File: src/rtl/fetch_pkg.sv
// fetch_pkg: definitions shared by the fetch queue and the decode stage.
//   ADDR_WIDTH    - default PC width in bits
//   INSTR_WIDTH   - default instruction width in bits
//   fetch_entry_t - one queued {pc, instr} pair, as stored and as handed to decode
package fetch_pkg;

    localparam int ADDR_WIDTH  = 12;
    localparam int INSTR_WIDTH = 32;

    typedef struct packed {
        logic [ADDR_WIDTH-1:0]  pc;
        logic [INSTR_WIDTH-1:0] instr;
    } fetch_entry_t;

endpackage : fetch_pkg

File: src/rtl/fetch_queue.sv
// fetch_queue: DEPTH-entry circular FIFO of {pc, instr} pairs between the fetch
// stage and decode. It uses valid/ready on both sides, and a flush empties it on
// a branch redirect. The head entry falls through combinationally from storage,
// so the decode stage sees a newly pushed entry one edge after the push.
//
// Ports:
//   clk        in   rising-edge clock
//   reset      in   synchronous active-high reset (highest priority)
//   flush      in   synchronous discard of every entry; push/pop that cycle are dropped
//   in_valid   in   fetch presents an entry
//   in_ready   out  queue has room (depends only on registered occupancy)
//   in_pc      in   PC of the incoming instruction
//   in_instr   in   incoming instruction word
//   out_valid  out  head entry is valid
//   out_ready  in   decode accepts the head entry
//   out_pc     out  PC of the head entry, 0 when empty
//   out_instr  out  instruction of the head entry, 0 when empty
//   count      out  occupancy, 0..DEPTH
//
// DEPTH must be a power of two and at least 2, so that the pointers wrap
// naturally at PTR_W bits. The width parameters must match the fetch_pkg
// defaults, because storage uses fetch_entry_t.
module fetch_queue #(
    parameter int ADDR_WIDTH  = fetch_pkg::ADDR_WIDTH,
    parameter int INSTR_WIDTH = fetch_pkg::INSTR_WIDTH,
    parameter int DEPTH       = 4,
    parameter int PTR_W       = $clog2(DEPTH)
) (
    input  logic                   clk,
    input  logic                   reset,
    input  logic                   flush,
    input  logic                   in_valid,
    output logic                   in_ready,
    input  logic [ADDR_WIDTH-1:0]  in_pc,
    input  logic [INSTR_WIDTH-1:0] in_instr,
    output logic                   out_valid,
    input  logic                   out_ready,
    output logic [ADDR_WIDTH-1:0]  out_pc,
    output logic [INSTR_WIDTH-1:0] out_instr,
    output logic [PTR_W:0]         count
);

    import fetch_pkg::*;

    localparam logic [PTR_W:0]   FULL_COUNT = (PTR_W+1)'(DEPTH);
    localparam logic [PTR_W:0]   COUNT_ONE  = (PTR_W+1)'(1);
    localparam logic [PTR_W-1:0] PTR_ONE    = PTR_W'(1);

    fetch_entry_t     mem_r [DEPTH];
    logic [PTR_W-1:0] head_r;
    logic [PTR_W-1:0] tail_r;
    logic [PTR_W:0]   count_r;
    logic             in_ready_r;
    logic             out_valid_r;

    logic             push_s;
    logic             pop_s;
    logic             write_en_s;
    logic [PTR_W-1:0] head_next_s;
    logic [PTR_W-1:0] tail_next_s;
    logic [PTR_W:0]   count_next_s;
    fetch_entry_t     in_entry_s;
    fetch_entry_t     head_entry_s;

    // Handshake qualification. Both flags come from registers, so in_ready never
    // depends on out_ready and a full queue refuses a push even while popping.
    always_comb begin
        push_s     = in_valid && in_ready_r;
        pop_s      = out_valid_r && out_ready;
        write_en_s = push_s && !flush && !reset;
        in_entry_s = '{pc: in_pc, instr: in_instr};
    end

    // Next pointer/occupancy. Flush overrides any push or pop in the same cycle.
    always_comb begin
        head_next_s  = head_r;
        tail_next_s  = tail_r;
        count_next_s = count_r;
        if (flush) begin
            head_next_s  = '0;
            tail_next_s  = '0;
            count_next_s = '0;
        end else begin
            case ({push_s, pop_s})
                2'b10: begin
                    tail_next_s  = tail_r + PTR_ONE;
                    count_next_s = count_r + COUNT_ONE;
                end
                2'b01: begin
                    head_next_s  = head_r + PTR_ONE;
                    count_next_s = count_r - COUNT_ONE;
                end
                2'b11: begin
                    // Simultaneous push and pop leave the occupancy unchanged.
                    head_next_s = head_r + PTR_ONE;
                    tail_next_s = tail_r + PTR_ONE;
                end
                default: begin
                    head_next_s  = head_r;
                    tail_next_s  = tail_r;
                    count_next_s = count_r;
                end
            endcase
        end
    end

    // Pointer and occupancy state. The ready/valid flags are registered
    // alongside count so that they always agree with it.
    always_ff @(posedge clk) begin
        if (reset) begin
            head_r      <= '0;
            tail_r      <= '0;
            count_r     <= '0;
            in_ready_r  <= 1'b1;
            out_valid_r <= 1'b0;
        end else begin
            head_r      <= head_next_s;
            tail_r      <= tail_next_s;
            count_r     <= count_next_s;
            in_ready_r  <= (count_next_s != FULL_COUNT);
            out_valid_r <= (count_next_s != '0);
        end
    end

    // Entry storage. It is deliberately not reset; validity is tracked by count.
    always_ff @(posedge clk) begin
        if (write_en_s) begin
            mem_r[tail_r] <= in_entry_s;
        end
    end

    // First-word fall-through read of the head. Outputs are zero when the queue is empty.
    always_comb begin
        if (out_valid_r) begin
            head_entry_s = mem_r[head_r];
        end else begin
            head_entry_s = '0;
        end
    end

    // Output assignments.
    always_comb begin
        in_ready  = in_ready_r;
        out_valid = out_valid_r;
        out_pc    = head_entry_s.pc;
        out_instr = head_entry_s.instr;
        count     = count_r;
    end

endmodule : fetch_queue

File: config.mk
export PLATFORM = sky130hd
export DESIGN_NAME = fetch_queue
export DESIGN_NICKNAME = d
export VERILOG_FILES = /design/src/rtl/fetch_pkg.sv /design/src/rtl/fetch_queue.sv
export SDC_FILE = /design/constraint.sdc
export NUM_CORES = 1
export LEC_CHECK = 0
export CAP_MARGIN = 15
export CORE_AREA = 2 2 114 116
export CTS_CLUSTER_DIAMETER = 40
export CTS_CLUSTER_SIZE = 25
export DETAILED_ROUTE_END_ITERATION = 10
export DIE_AREA = 0 0 116 118
export GPL_TIMING_DRIVEN = 1
export HOLD_SLACK_MARGIN = 0.06
export PLACE_DENSITY = 0.82
export SLEW_MARGIN = 10
export SYNTH_ARGS = -nofsm -noshare
export SYNTH_HDL_FRONTEND = slang
export SYNTH_SLANG_ARGS = --single-unit
export TNS_END_PERCENT = 20
File: constraint.sdc
create_clock -name clk -period 5.85 [get_ports clk]
set_input_delay 1.17 -clock clk [delete_from_list [all_inputs] [get_ports clk]]
set_output_delay 1.17 -clock clk [all_outputs]
set_load 0.02 [all_outputs]
==> results.ini, run 1 <==
[global_route]
grt_pass1_vias = 3791
antenna_found_initial = 0
grt_max_degree = 48
grt.total_usage_pct = 19.82
globalRouteOverflowTotal = 0
grt_pass1_wl_um = 19790

[routing]
dr.pass1.iters = 4
remaining_drc_errors = 0
vias = 3469
viasPerCell = 5.577
drt_iter0_markers = 275
route.final.wire_length_um = 12660
drt-wirelength-per-cell_um = 20.35
ant_nets = 0

[cells_and_area]
n_antenna_cell = 0
drive_above_1_share_pct = 18.67
fin_nets = 492
fill_cells = 782
final_common_cell = edfxtp_1
area_growth_pct = 24.09
mostFrequentLayoutCells = edfxtp_1 (176), clkdlybuf4s50_1 (97), and2_1 (46)

[logic_synthesis]
synth.distinct_cells = 28
yosysWarnings = 0
synth_area_mm2 = 0.007218
ys_ff_latch = 187
post_synth_fa_ha_maj_area_fraction_pct = 1.144
synth_compound_area_share_pct = 0.6587
muxShareOfSynthArea_pct = 14.08
syn_avg_cell_area_um2 = 21.68
synthSimpleGateAreaFrac_pct = 5.252
synth_cells = 333
synthesis.nets = 388
synthXorXnorAreaFrac_pct = 0.4854
synth_top_family_by_area = multiplexers
synth-seq-area-share_pct = 76.27

[power]
peakVddDrop_mv = 0.2783
leakagePower_nw = 2.867
power_density_mw_per_mm2 = 313.6

[cts]
cts_tree = yes
cts_hold_buf = 0
clock_sinks = 187
clock_latency_ps = 420
clockBufferDepth = 2
clkTransAtPathRegs_ps = 70
post_cts_buffers = 0
cts_inserted_buffers = 17
post_cts_resize_count = 0
cts-root-buf = clkbuf_16
htree_levels = 4

[floorplanning]
start_util_pct = 58.14
die_w_um = 116
die_y_um = 118
pin_count = 98
dieArea_mm2 = 0.01369
core_mm2 = 0.01241
rows = 41

[critical_path]
end_kind = primary output
r2r_slack_ps = 3230
r2r.worst_path.cells = 6
r2r-start = out_valid
crit_slowest_cell = dfxtp_4
worstReg2RegEnd = in_ready
crit_path_start_kind = flop
worstPathArrival_ps = 2750
slowest_delay_ps = 950
path_class = flop to primary output
crit_required_ps = 4680
path_max_fanout = 44
crit_path_end = out_instr[25]
path_cells = mux4_1, and2_1, clkdlybuf4s50_1

[sta]
period_share_pct = 66.98
tightest_slew_ps = 897.6
max_slew_margin_pct = 40.16
skew_ps = 5.339
min_period_ps = 3918
slew_viol_final = 0
fmax_ghz = 0.2552
finalSetupViolCount = 0
whs_ps = 526.9
setup_slack_ps = 1932
final-hold-violation-count = 0
grt_setup_unrepaired = no
finalSetupTns_ps = 0

[placed_design]
gp_congestion = 0.7789
portBuffers = 97
post-dp-hpwl_um = 7038
pre_cts_ws_ps = 2212

[job]
maxCapViolCount = 0

[outcome]
run_status = finished, final reports clean

[worst_hold_path]
hold_path_class = flop to flop

[critical path, delay by kind of cell, from the launching register on]
kind | cells | cell delay (ps)
DFF | 1 | 950
muxes | 1 | 650
buffers and inverters | 1 | 530
and+or+nand+nor | 1 | 180
[cells in the mapped netlist, drive strengths merged]
master / n / area share [%]
o22ai: 1 / 0.087
and2: 46 / 4.0
and3: 5 / 0.43
xnor2: 3 / 0.36
o21ai: 1 / 0.069
or2: 1 / 0.087
nand2: 2 / 0.10
a21oi: 2 / 0.14
or3: 1 / 0.087
xor2: 1 / 0.12
nand3: 1 / 0.069
clkbuf: 8 / 0.42
dfxtp: 11 / 3.1
nor2: 6 / 0.31
edfxtp: 176 / 73
mux2i: 1 / 0.14
o22a: 1 / 0.12
ha: 5 / 0.87
nand2b: 2 / 0.17
buf: 9 / 1.5
a2111o: 1 / 0.16
a31oi: 1 / 0.087
mux4: 44 / 14
fa: 1 / 0.28
inv: 3 / 0.16
[worst min-delay path by stage]
stage,startpoint,to,cells after the start
after detailed placement,tail_r[1],tail_r[1],2
final,tail_r[1],tail_r[1],2
after CTS,tail_r[1],tail_r[1],2
after global placement,tail_r[1],tail_r[1],2
after floorplan,tail_r[1],tail_r[1],2
after global routing,tail_r[1],tail_r[1],2
[where the power goes]
part	switching, mW	leakage [nW]	internal, mW	total [mW]
registers	0.0139	1.68	1.48	1.49
clock network	0.450	0.306	0.732	1.18
logic	0.0595	0.881	0.0743	0.134
total	0.524	2.87	2.28	2.81
[area by class of cell]
cell class	instances	area, um^2	share of cell area (%)
clock buffers	19	452.9	5.057
clock inverters	13	172.7	1.928
repair buffers	102	1028	11.48
multi-input cells	126	1565	17.47
flip-flops and latches	187	5512	61.53
well taps	172	215.2	2.403
inverters	3	11.26	0.1257
[metal layers]
metal | wire, um | global-route usage, %
met2 | 6753 | 33.70
met3 | 900 | 5.355
met1 | 4827 | 24.33
met4 | 174 | 7.292
met5 | 0 | 0
[sequential cells by signal, indices dropped and copies added (netlist names), named ones only]
signal	count
in_ready	1
mem_r	176
count	3
out_valid	1
head_r	2
tail_r	2
[stage by stage]
step                util (%)  instances  total power [mW]  cell area, um^2
finish                 72.15        622             2.809             8957
global placement       66.89        589             1.649             8304
floorplan                  -        333             1.575             7218
CTS                    71.93        621             2.828             8930
global route           72.15        622             2.888             8957
detailed placement     66.89        589             1.654             8304
[cells by family (layout without fill, tap and decap cells)]
logic type,count (synthesis),after routing
XOR/XNOR,4,4
buffers and inverters,20,137
flip-flops,187,187
multiplexers,45,45
AO/OA/AOI/OAI,7,7
AND/OR/NAND/NOR,64,64
adder cells (fa/ha/maj),6,6
No activity file was read; power rests on OpenSTA's default activity.
==> run 2: changes to the inputs <==
Settings changed: CORE_AREA 2 2 114 116 to 2 2 125 127, DIE_AREA 0 0 116 118 to 0 0 127 129, PLACE_DENSITY 0.82 to 0.72.
Clock period 5.85 ns to 3.2 ns, I/O delays scaled along.
==> run 2 against run 1 <==
Net effect:
- utilization is 12 points lower
- die area is 20% higher
- hold slack worse by 0.51 ps
- global-route usage is 3.4 points lower
- clock skew is 5.9 ps higher
- non-clock buffer count is 12 higher
- register-to-register slack worse by 2700 ps
- total power is 79% higher
- critical path type unchanged
==> results.ini, run 2 (same netlist as run 1, synthesis figures left out) <==
[critical_path]
path_max_fanout = 8
path_class = flop to primary output
crit_required_ps = 2560
worstPathArrival_ps = 2350
worstReg2RegEnd = in_ready
r2r-start = out_valid
r2r_slack_ps = 560
end_kind = primary output
r2r.worst_path.cells = 6
crit_path_start_kind = flop

[global_route]
grt_max_degree = 48
use_met3_pct = 4.449
grt_pass1_wl_um = 19380
grt.met1_usage_pct = 19.95
grt_use_met2_pct = 28.18
grt_pass1_vias = 3673
globalRouteOverflowTotal = 0
grt.total_usage_pct = 16.40
antenna_found_initial = 0
busiest_layer = met2

[sta]
fmax_ghz = 0.3345
skew_ps = 11.21
finalSetupViolCount = 0
min_period_ps = 2989
final-hold-violation-count = 0
period_share_pct = 93.42
grt_setup_unrepaired = no
tightest_slew_ps = 878.9
finalSetupTns_ps = 0
slew_viol_final = 0
max_slew_margin_pct = 41.40

[floorplanning]
die_y_um = 129
core_mm2 = 0.01498
die_w_um = 127
rows = 45
pin_count = 98
dieArea_mm2 = 0.01638
start_util_pct = 48.20

[routing]
remaining_drc_errors = 0
vias = 3469
dr.pass1.iters = 4
drt_iter0_markers = 239
drt-wirelength-per-cell_um = 19.41
viasPerCell = 5.337
route.final.wire_length_um = 12610
ant_nets = 0

[power]
combinationalPowerShare_pct = 5.1
seq_power_share_pct = 54.2
power_density_mw_per_mm2 = 555.2
p_switching_mw = 0.9542
peakVddDrop_mv = 0.3654
p_sw_share_pct = 19.00
leakagePower_nw = 2.916
power_frac_clock_pct = 40.7
p_int_mw = 4.067

[outcome]
run_status = finished, final reports clean

[cells_and_area]
final_common_cell = edfxtp_1
fill_cells = 1095
n_antenna_cell = 0
largest_reg_flops = 176
area_growth_pct = 25.31
postLayoutCellArea_mm2 = 0.009045
drive_above_1_share_pct = 20.35
top_register = mem_r
fin_nets = 504
mostFrequentLayoutCells = edfxtp_1 (176), clkdlybuf4s50_1 (97), and2_1 (46)

[placed_design]
place_area_mm2 = 0.008424
portBuffers = 97
gp_congestion = 0.7879
post-dp-hpwl_um = 7353

[cts]
cts_hold_buf = 0
clockBufferDepth = 2
clkTransAtPathRegs_ps = 60
cts-root-buf = clkbuf_16
cts_inserted_buffers = 17
clock_sinks = 187
htree_levels = 4
clock_latency_ps = 420
cts_tree = yes

[worst_hold_path]
hp-start = tail_r[1]
hold_path_class = flop to flop
min_path_cells = 2
hold-path-endpoint = tail_r[1]

[job]
maxCapViolCount = 0

## run 2: metal layers
| metal | share of wire [%] | routed length (um) |
|---|---|---|
| met5 | 0 | 0 |
| met4 | 1.0 | 127 |
| met3 | 5.1 | 645 |
| met2 | 52 | 6622 |
| met1 | 41 | 5218 |
## run 2: what timing repair did
action	in CTS	in global routing
setup buffers	3	0
resized for setup	0	0
setup endpoints to repair	3	0
## run 2: worst max-delay path by stage
| stage | endpoint | depth (start not counted) | slack (ps) | start |
|---|---|---|---|---|
| after global placement | in_ready | 8 | 330 | in_valid |
| after floorplan | in_ready | 8 | 620 | in_valid |
| after CTS | out_instr[26] | 4 | 170 | flop |
| after global routing | out_instr[26] | 4 | 130 | flop |
| after detailed placement | in_ready | 8 | 190 | in_valid |
| final | out_instr[26] | 4 | 210 | flop |
## run 2: final cells by class
cell class,count,area (um^2),share of cell area (%)
Multi-Input combinational cell,126,1565,17.31
Tap cell,188,235.2,2.601
Inverter,3,11.26,0.1245
Sequential cell,187,5512,60.94
Timing Repair Buffer,114,1136,12.56
Clock buffer,20,436.7,4.828
Clock inverter,12,148.9,1.646
## run 2: power groups by stage
stage,combinational [mW],sequential [mW],clock [mW]
finish,0.255,2.72,2.04
global route,0.273,2.72,2.18
CTS,0.258,2.72,2.09
detailed placement,0.253,2.78,0
global placement,0.245,2.77,0
floorplan,0.114,2.76,0
## run 2: critical path: stages, from the launching register on
cell and delay, ps:
dfxtp_4 450, buf_4 230, mux4_2 530, and2_1 180, clkdlybuf4s50_1 540
## run 2: through the flow
step	setup slack, ps	instances	hold WS (ps)	total power [mW]	util, %
global placement	329.7	615	506.7	3.019	56.25
finish	210.7	650	526.4	5.021	60.39
global route	127.6	650	558.6	5.177	60.39
CTS	165.9	650	527.7	5.068	60.39
detailed placement	189.2	615	518.8	3.029	56.25
floorplan	620.8	333	469.2	2.879	-
==> run 3: changes to the inputs <==
Settings changed: PLACE_DENSITY 0.72 to 0.74, RECOVER_POWER set to 25.
==> run 3 against run 2 <==
Net effect:
- combinational power fell by 4%
- die area did not move
- largest power group unchanged
- routed wire length rose by 0.45%
- worst setup slack improved by 30 ps
- sequential power barely moved
- first-iteration DRC count fell by 22%
- clock power barely moved
- non-clock buffer count fell by 4
- largest cell class unchanged
- final cell count fell by 0.62%
- register-to-register slack improved by 30 ps
==> results.ini, run 3 (same netlist as run 1, synthesis figures left out) <==
[routing]
drt-wirelength-per-cell_um = 19.61
wl_met1_um = 5376
ant_nets = 0
drt_iter0_markers = 187
top_layer = met4
dr.pass1.iters = 4
vias = 3474
remaining_drc_errors = 0
route.met2.wl_um = 6536
viasPerCell = 5.378
route.final.wire_length_um = 12670
route.met3.wl_um = 606

[placed_design]
place_area_mm2 = 0.008422
gp_congestion = 0.7103
post-dp-hpwl_um = 7597
pre_cts_ws_ps = 248.0
portBuffers = 97

[critical_path]
slowest_delay_ps = 540
critPathBufInv = 2
crit_family = buffers and inverters
path_class = flop to primary output
worstReg2RegEnd = in_ready
r2r_slack_ps = 590
crit_path_start_kind = flop
crit_required_ps = 2560
crit_slowest_cell = mux4_2
r2r.worst_path.cells = 6
end_kind = primary output
worstPathArrival_ps = 2320
path_max_fanout = 11
r2r-start = out_valid
path_cells = buf_4, mux4_2, and2_1, clkdlybuf4s50_1

[worst_hold_path]
hp-start = tail_r[1]
hold_path_class = flop to flop
min_path_cells = 2
hold-path-endpoint = tail_r[1]

[global_route]
grt.total_usage_pct = 16.66
grt_pass1_vias = 3632
grt_max_degree = 48
grt_pass1_wl_um = 19740
antenna_found_initial = 0
globalRouteOverflowTotal = 0

[sta]
finalSetupViolCount = 0
setup_slack_ps = 241.1
period_share_pct = 92.47
fmax_ghz = 0.3380
slew_viol_final = 0
finalSetupTns_ps = 0
skew_ps = 4.892
grt_setup_unrepaired = no
whs_ps = 502.3
max_slew_margin_pct = 41.56
final-hold-violation-count = 0
min_period_ps = 2959
tightest_slew_ps = 876.6

[power]
leakagePower_nw = 2.892
power_density_mw_per_mm2 = 554.5
peakVddDrop_mv = 0.3602

[cts]
clkTransAtPathRegs_ps = 60
cts_hold_buf = 0
cts_tree = yes
clock_sinks = 187
cts_inserted_buffers = 17
cts-root-buf = clkbuf_16
clock_latency_ps = 430
htree_levels = 4
post_cts_resize_count = 0
clockBufferDepth = 2

[outcome]
run_status = finished, final reports clean

[cells_and_area]
final_common_cell = edfxtp_1
n_antenna_cell = 0
final_core_util_pct = 60.17
drive_above_1_share_pct = 19.43
area_growth_pct = 24.84
fin_nets = 500
top_register = mem_r
postLayoutCellArea_mm2 = 0.009011
largest_reg_flops = 176
mostFrequentLayoutCells = edfxtp_1 (176), clkdlybuf4s50_1 (70), and2_1 (46)

[floorplanning]
rows = 45
die_w_um = 127
die_y_um = 129
pin_count = 98
dieArea_mm2 = 0.01638
start_util_pct = 48.20
core_mm2 = 0.01498

[job]
maxCapViolCount = 0

## run 3: worst max path at each step
stage	from	endpoint	cells after the start
4_1_cts	flop	out_pc[6]	4
3_3_place_gp	in_valid	in_ready	8
2_1_floorplan	in_valid	in_ready	8
5_1_grt	flop	out_pc[5]	4
3_5_place_dp	in_valid	in_ready	8
6_report	flop	out_pc[4]	4
## run 3: per-layer routing
layer | vias to the layer above | GRT usage (%)
li1 | 1562 | -
met1 | 1808 | 21.08
met2 | 90 | 27.67
met3 | 14 | 5.655
met4 | 0 | 5.042
met5 | - | 0
## run 3: tightest hold or removal path, delay by kind of cell (launching register included)
kind               cells  cell delay (ps)
DFF                    1              340
and+or+nand+nor        1               60
AOI/OAI and AO/OA      1               50
## run 3: timing repair
item	4_1_cts	5_1_grt
endpoints found under the hold margin	0	0
setup endpoints to repair	2	0
buffers inserted	1	0
## run 3: per-stage QoR
step / std cells / total power, mW
2_1_floorplan: 333 / 2.879
3_3_place_gp: 613 / 3.019
3_5_place_dp: 613 / 3.028
4_1_cts: 646 / 5.045
5_1_grt: 646 / 5.152
6_report: 646 / 4.997
## run 3: report_power, final
part           switching [mW]  internal (mW)  leakage (nW)
logic                   0.113          0.133         0.933
clock network           0.820           1.21         0.278
registers              0.0197           2.70          1.68
## run 3: area by class of cell
cell class | count | area [um^2]
Clock buffer | 17 | 425.4
Clock inverter | 15 | 156.4
Fill cell | 1097 | 5966
Inverter | 3 | 11.26
Multi-Input combinational cell | 126 | 1565
Sequential cell | 187 | 5512
Tap cell | 188 | 235.2
Timing Repair Buffer | 110 | 1106
